$ cat src/rtl/ppi_bus_sequencer.sv
// Two-port arbiter and bus-cycle sequencer in front of the 8255 PPI register interface.
// Define PPI_SEQ_FIXED_PRIO_EN for strict port-0 priority instead of round-robin arbitration.
module ppi_bus_sequencer #(
  parameter int STROBE_CYCLES = 3
) (
  input  logic       clk,
  input  logic       reset,
  input  logic       req0,
  input  logic       req1,
  input  logic       we0,
  input  logic       we1,
  input  logic [1:0] addr0,
  input  logic [1:0] addr1,
  input  logic [7:0] wdata0,
  input  logic [7:0] wdata1,
  output logic       ack0,
  output logic       ack1,
  output logic [7:0] rdata,
  output logic       busy,
  output logic       ppi_cs_n,
  output logic       ppi_rd_n,
  output logic       ppi_wr_n,
  output logic [1:0] ppi_a,
  output logic [7:0] ppi_d_out,
  output logic       ppi_d_oe,
  input  logic [7:0] ppi_d_in
);
  typedef enum logic [1:0] {IDLE, SETUP, STROBE, RECOVER} state_t;
  localparam logic [3:0] CNT_INIT = 4'(STROBE_CYCLES - 1);

  state_t     state, state_nx;
  logic [3:0] cnt;
  logic       gnt, lat_we;
  logic [1:0] lat_addr;
  logic [7:0] lat_wdata, hold, rdata_q;
  logic       grant_vld, grant_idx;
  logic       nx_we, nx_ctrl, nx_active, nx_strobe;
  logic [1:0] nx_addr;
  logic [7:0] nx_wdata;

`ifdef PPI_SEQ_FIXED_PRIO_EN
  assign grant_idx = ~req0;
`else
  logic last;
  // the last-granted port loses a tie
  assign grant_idx = (req0 && req1) ? ~last : req1;
`endif
  assign grant_vld = req0 | req1;

  always_comb begin
    state_nx = state;
    case (state)
      IDLE:    if (grant_vld) state_nx = SETUP;
      SETUP:   state_nx = STROBE;
      STROBE:  if (cnt == 4'd0) state_nx = RECOVER;
      RECOVER: state_nx = IDLE;
      default: state_nx = IDLE;
    endcase
  end

  // Fields of the transaction as they will be next cycle, so pin outputs can be registered glitch-free.
  always_comb begin
    nx_we    = lat_we;
    nx_addr  = lat_addr;
    nx_wdata = lat_wdata;
    if (state == IDLE && grant_vld) begin
      nx_we    = grant_idx ? we1    : we0;
      nx_addr  = grant_idx ? addr1  : addr0;
      nx_wdata = grant_idx ? wdata1 : wdata0;
    end
    nx_ctrl   = (nx_addr == 2'd3);
    nx_active = (state_nx == SETUP) || (state_nx == STROBE);
    nx_strobe = (state_nx == STROBE) && !nx_ctrl;
  end

  always_ff @(posedge clk) begin
    if (reset) begin
      state     <= IDLE;
      cnt       <= 4'd0;
      gnt       <= 1'b0;
      lat_we    <= 1'b0;
      lat_addr  <= 2'd0;
      lat_wdata <= 8'h00;
      hold      <= 8'h00;
      rdata_q   <= 8'h00;
`ifndef PPI_SEQ_FIXED_PRIO_EN
      last      <= 1'b1;
`endif
      ppi_cs_n  <= 1'b1;
      ppi_rd_n  <= 1'b1;
      ppi_wr_n  <= 1'b1;
      ppi_a     <= 2'd0;
      ppi_d_out <= 8'h00;
      ppi_d_oe  <= 1'b0;
      ack0      <= 1'b0;
      ack1      <= 1'b0;
    end else begin
      state     <= state_nx;
      lat_we    <= nx_we;
      lat_addr  <= nx_addr;
      lat_wdata <= nx_wdata;
      if (state == IDLE && grant_vld) begin
        gnt  <= grant_idx;
`ifndef PPI_SEQ_FIXED_PRIO_EN
        last <= grant_idx;
`endif
      end
      if (state == SETUP) cnt <= CNT_INIT;
      else if (state == STROBE) cnt <= cnt - 4'd1;
      // control register reads never touch the bus and return all ones
      if (state == STROBE && cnt == 4'd0 && !lat_we)
        hold <= (lat_addr == 2'd3) ? 8'hFF : ppi_d_in;
      if (state == RECOVER && !lat_we) rdata_q <= hold;
      ppi_cs_n  <= !(nx_active && !nx_ctrl);
      ppi_rd_n  <= !(nx_strobe && !nx_we);
      ppi_wr_n  <= !(nx_strobe && nx_we);
      ppi_d_oe  <= nx_active && nx_we && !nx_ctrl;
      ppi_d_out <= (nx_active && nx_we && !nx_ctrl) ? nx_wdata : 8'h00;
      ppi_a     <= nx_active ? nx_addr : 2'd0;
      ack0      <= (state_nx == RECOVER) && !gnt;
      ack1      <= (state_nx == RECOVER) && gnt;
    end
  end

  assign rdata = (state == RECOVER && !lat_we) ? hold : rdata_q;
  assign busy  = (state != IDLE);
endmodule

$ cat config.mk
export PLATFORM = sky130hd
export DESIGN_NAME = ppi_bus_sequencer
export DESIGN_NICKNAME = d
export VERILOG_FILES = /design/src/rtl/ppi_bus_sequencer.sv
export SDC_FILE = /design/constraint.sdc
export NUM_CORES = 1
export LEC_CHECK = 0
export ABC_AREA = 1
export CAP_MARGIN = 30
export CORE_MARGIN = 10
export CORE_UTILIZATION = 47
export DETAILED_ROUTE_END_ITERATION = 6
export PLACE_DENSITY = 0.8
export SETUP_SLACK_MARGIN = 0.1
export SLEW_MARGIN = 20
export SYNTH_ARGS = -nofsm -noshare
export SYNTH_HDL_FRONTEND = slang
export SYNTH_SLANG_ARGS = --single-unit
$ cat constraint.sdc
create_clock -name clk -period 2 [get_ports clk]
set_input_delay 0.4 -clock clk [delete_from_list [all_inputs] [get_ports clk]]
set_output_delay 0.4 -clock clk [all_outputs]
set_load 0.005 [all_outputs]
# Word level (Yosys, flattened, before mapping)
# Index checks and enable logic that the tools add are counted.
# W data, S select, Z words.
# totals
reg_bits	51
latch_bits	0
ramBits	0
mem_bits_ro	0
in_bits	34
out_inout_bits	25
wordCells	73
n_memories	0
# classes
addsub	1
mul	0
div	0
n_lt_le_gt_ge	0
n_eq_ne	8
shifts	0
mux	14
n_bitwise	4
reduce_logical	28
# op_table
op	count
$mux W8	4
$logic_and A1 B1 Y1	13
$eq A2 B2 Y1 const B	6
$mux W2	6
$pmux W2 S4	1
$logic_not A1 Y1	7
$reduce_or A2 Y1	3
$eq A2 B1 Y1 const B	2
$logic_not A4 Y1	1
$reduce_bool A2 Y1	2
$sub A4 B1 Y4 const B	1
$mux W1	3
$not A1 Y1	3
$logic_not A2 Y1	1
$logic_or A1 B1 Y1	1
$or A1 B1 Y1	1

# Depth between registers and ports, before layout
# logic_depth
ltp_word	9
ltp_mapped	11

# Worst setup path before layout
# Ideal clock, no wire load.
# synth_path
kind	flip-flop to flip-flop
from	register state[0]
to	register ppi_d_out[0]
arrival_ns	1.731
path_slack_ns	0.203
stages_incl_launch_ff	12
path_buffers	0
period_less_slack_ns	1.797
cell_sequence	dfxtp_1 -> inv_1 -> ha_1 -> a21oi_1 -> nand2_1 -> nand2_1 -> inv_1 -> ha_1 -> inv_1 -> nor2_1 -> nand3_4 -> nor2_1
# synth_via
elab_chain_cells	8
word_cells_on_any_way	20
classes_between	eq/ne (6); mux (6); bitwise (1); reduce/logical (7)
# synth_rtl
item	line	source
start: declaration	31	state_t state, state_nx;
start signal: assignment	98	state <= state_nx;
$eq A2 B2 Y1, or another cell as far along	52	case (state)
$pmux W2 S4 or $logic_and A1 B1 Y1 (tied branches)	52, 66	
$eq A2 B1 Y1, or another cell as far along	72	nx_active = (state_nx == SETUP) || (state_nx == STROBE);
$logic_or A1 B1 Y1 or $eq A2 B2 Y1 (tied branches)	72, 71	
$logic_and A1 B1 Y1 or $logic_not A1 Y1 (tied branches)	118	ppi_d_out <= (nx_active && nx_we && !nx_ctrl) ? nx_wdata : 8'h00;
$logic_and A1 B1 Y1	118	
$not A1 Y1 (no source line)	--	
$reduce_or A2 Y1 (no source line)	--	
end signal: assignment	118	
end: declaration	24	output logic [7:0] ppi_d_out,
# Parallel ways exist; a longest one is shown, timed or not.
# A chain may end at the register's enable or synchronous reset.

# Worst setup path after layout
# layout_path
from	register state[0]
to	register ppi_d_out[7]
# Same word-level chain as after synthesis.

==> results.toml <==
[synth]
synth-compound-area-share = 0.1026
synthDistinctLibCells = 25
ys_warn_count = 0
synthCells = 272
synth-simple-area-share = 0.2607
avgSynthCellArea_sq_um = 7.622
synth_seq_area_share = 0.4925
synthAdderAreaFrac = 0.04225
syn_area_sq_um = 2073
synth_xor_area_frac = 0
synth.mux.area_fraction = 0
syn-num-nets = 313
ys_ff_latch = 51
synth_top_family_by_area = "simple AND/OR/NAND/NOR gates"

[global_routing]
overflow = 0
antenna_found_initial = 0
grt_util_all_layers = 0.1408
grt_pass1_wl_um = 8680
grt_start_max_net_pins = 22
grt_pass1_vias = 1945

[power_and_ir_drop]
powerDensity_nw_per_um2 = 1379
leakagePower_uw = 0.001420
ir_drop_uv = 651.6

[setup_path]
crit_type = "register to register"
required_ns = 2.25
crit_buf_inv = 5
worst_setup_path_end_kind = "register"
slowest_delay_ns = 0.36
arrival_ns = 2.17
crit_chain = "buf_4 > inv_1 > ha_2 > a21oi_2 > nand2_1 > nand2_1 > inv_1 > ha_1 > inv_1 > nor2_1 > buf_4 > nand3_4 > nor2_2"
crit_path_max_fanout = 5
crit_family = "buffers and inverters"
critPathLaunchType = "register"
crit_slowest_cell = "dfxtp_2"
cp_common_cell = "inv_1"

[sta]
slew_viol_final = 0
max_freq_ghz = 0.5219
min_period_over_period = 0.9580
hold_viol = 0
layout_setup_ws_ns = 0.08400
relSlewSlack = 0.7636
layout_min_cycle_time_ns = 1.916
rsz0062_at_grt = "yes"
worst_pin_slew_ns = 0.3509
finalSetupViolCount = 0
finClkSkew_ns = 0.006558

[detailed_routing]
viasPerCell = 4.866
wl_um = 5474
drt_iter0_drc = 89
wire_per_inst_um = 13.79
drtAntennaViolNets = 0
met1Wirelength_um = 2366
wl_met2_um = 2595
drtPass1Iterations = 4
drc = 0
routed-wl-met3_um = 392
via_count = 1932
dr.max_layer_used = "met4"

[outcome]
status = "finished, final reports clean"

[final_layout]
final_util = 0.7083
drive_gt1_frac = 0.1855
final_common_cell = "clkdlybuf4s50_1"
area_growth_pct = 47.74
diodes = 0
fillers = 347
final_cell_mix = "49 x clkdlybuf4s50_1, 48 x nand2_1, 48 x dfxtp_1"
finalNetCount = 385

[clock_tree]
cts_num_sinks = 51
cts_hold_buf = 0
clock_latency_ns = 0.31
cts_buffer_depth = 2
tritoncts = "done"
path_clk_slew_ns = 0.10
ctsHtreeMaxLevel = 2
cts_root_buffer = "clkbuf_8"
cts_buffers = 5

[floorplan]
core_sq_um = 4324
initial_core_util = 0.4795
die_w_um = 86.42
rows = 24
dieHeight_um = 86.42
io_pins = 59
floorplan.die_area_sq_um = 7468

[place]
gp_routability_congestion = 0.8759
port_buffers = 58
place_ws_ns = -0.03412
hpwl_um = 3763

[worst_hold_path]
min_path_type = "register to register"

[job]
cap_viol_max_count = 0
[where the power goes]
group,internal (uW),switching (uW),leakage (uW)
Combinational,951,1180,0.000952
Sequential,1330,142,0.000418
Clock,259,358,0.0000502
[path summary, 6_finish.rpt]
| path | from | endpoint | cells after the start | slack, ns |
|---|---|---|---|---|
| hold / removal | gnt$_SDFFE_PP0N_ | ack0$_SDFF_PP0_ | 1 | 0.47 |
| setup reg to reg | state[0]$_SDFF_PP0_ | ppi_d_out[7]$_SDFF_PP0_ | 13 | 0.08 |
| hold reg to reg | gnt$_SDFFE_PP0N_ | ack0$_SDFF_PP0_ | 1 | 0.47 |
| setup / recovery | state[0]$_SDFF_PP0_ | ppi_d_out[7]$_SDFF_PP0_ | 13 | 0.08 |
[through the flow]
stage	hold WS (ns)	cells	TNS (ns)	power, uW	area, sq um
3_3_place_gp	0.4393	383	0	3222	2756
5_1_grt	0.4932	397	-0.1412	4561	3063
2_1_floorplan	0.4110	272	0	2522	2073
3_5_place_dp	0.4487	383	-0.1031	3278	2756
4_1_cts	0.4644	394	0	4000	2955
6_report	0.4682	397	0	4224	3063
[registers in the layout, indices dropped and copies added, names as in the netlist]
register / flops
ppi_d_oe: 1
hold: 8
lat_we: 1
ppi_cs_n: 1
ppi_d_out: 8
cnt: 4
ppi_a: 2
gnt: 1
lat_addr: 2
ppi_wr_n: 1
state: 2
ppi_rd_n: 1
last: 1
rdata_q: 8
lat_wdata: 8
ack0: 1
ack1: 1
[layout make-up]
type	count	area [sq um]	share of cell area
Sequential cell	51	1025	0.3346
Multi-Input combinational cell	170	1003	0.3276
Timing Repair Buffer	73	710.7	0.2320
Inverter	43	161.4	0.05270
Clock buffer	5	68.82	0.02247
Tap cell	52	65.06	0.02124
Clock inverter	3	28.78	0.009395
[cells in the mapped netlist]
master	count	area share
o21ai_1	3	0.0072
nand2_2	2	0.0060
nor2_4	1	0.0054
buf_2	1	0.0024
nand2_1	54	0.098
inv_1	42	0.076
buf_4	2	0.0072
o21ai_0	14	0.034
buf_6	1	0.0054
ha_1	7	0.042
a21oi_1	11	0.027
or2_2	1	0.0030
nand4_2	1	0.0060
nand3_1	18	0.043
clkbuf_1	5	0.0091
nand4_1	2	0.0060
nor3b_1	1	0.0036
a31oi_1	2	0.0060
nor2_2	2	0.0060
inv_2	1	0.0018
nor3_1	1	0.0024
nand3_4	1	0.0085
o21bai_1	8	0.029
nor2_1	40	0.072
dfxtp_1	51	0.49
[per-layer routing]
metal / vias up / global-route usage
met1: 863 / 0.1600
met3: 10 / 0.04878
met5: - / 0
met4: 0 / 0.06186
li1: 995 / -
met2: 64 / 0.2329
[timing repair]
| action | 4_1_cts | 5_1_grt |
|---|---|---|
| gates resized for setup | 35 | 37 |
| pin swaps | 1 | 5 |
| cloned | 1 | 1 |
| endpoints found under the setup margin | 9 | 33 |
| buffers inserted | 2 | 2 |
| hold endpoints to repair | 0 | 0 |
[cells by family after synthesis]
| family | count (synthesis) |
|---|---|
| and+or+nand+nor | 124 |
| buffers and inverters | 52 |
| DFF | 51 |
| AOI/OAI and AO/OA | 38 |
| adders and majority gates | 7 |
Power figures use the tool's default switching activity.
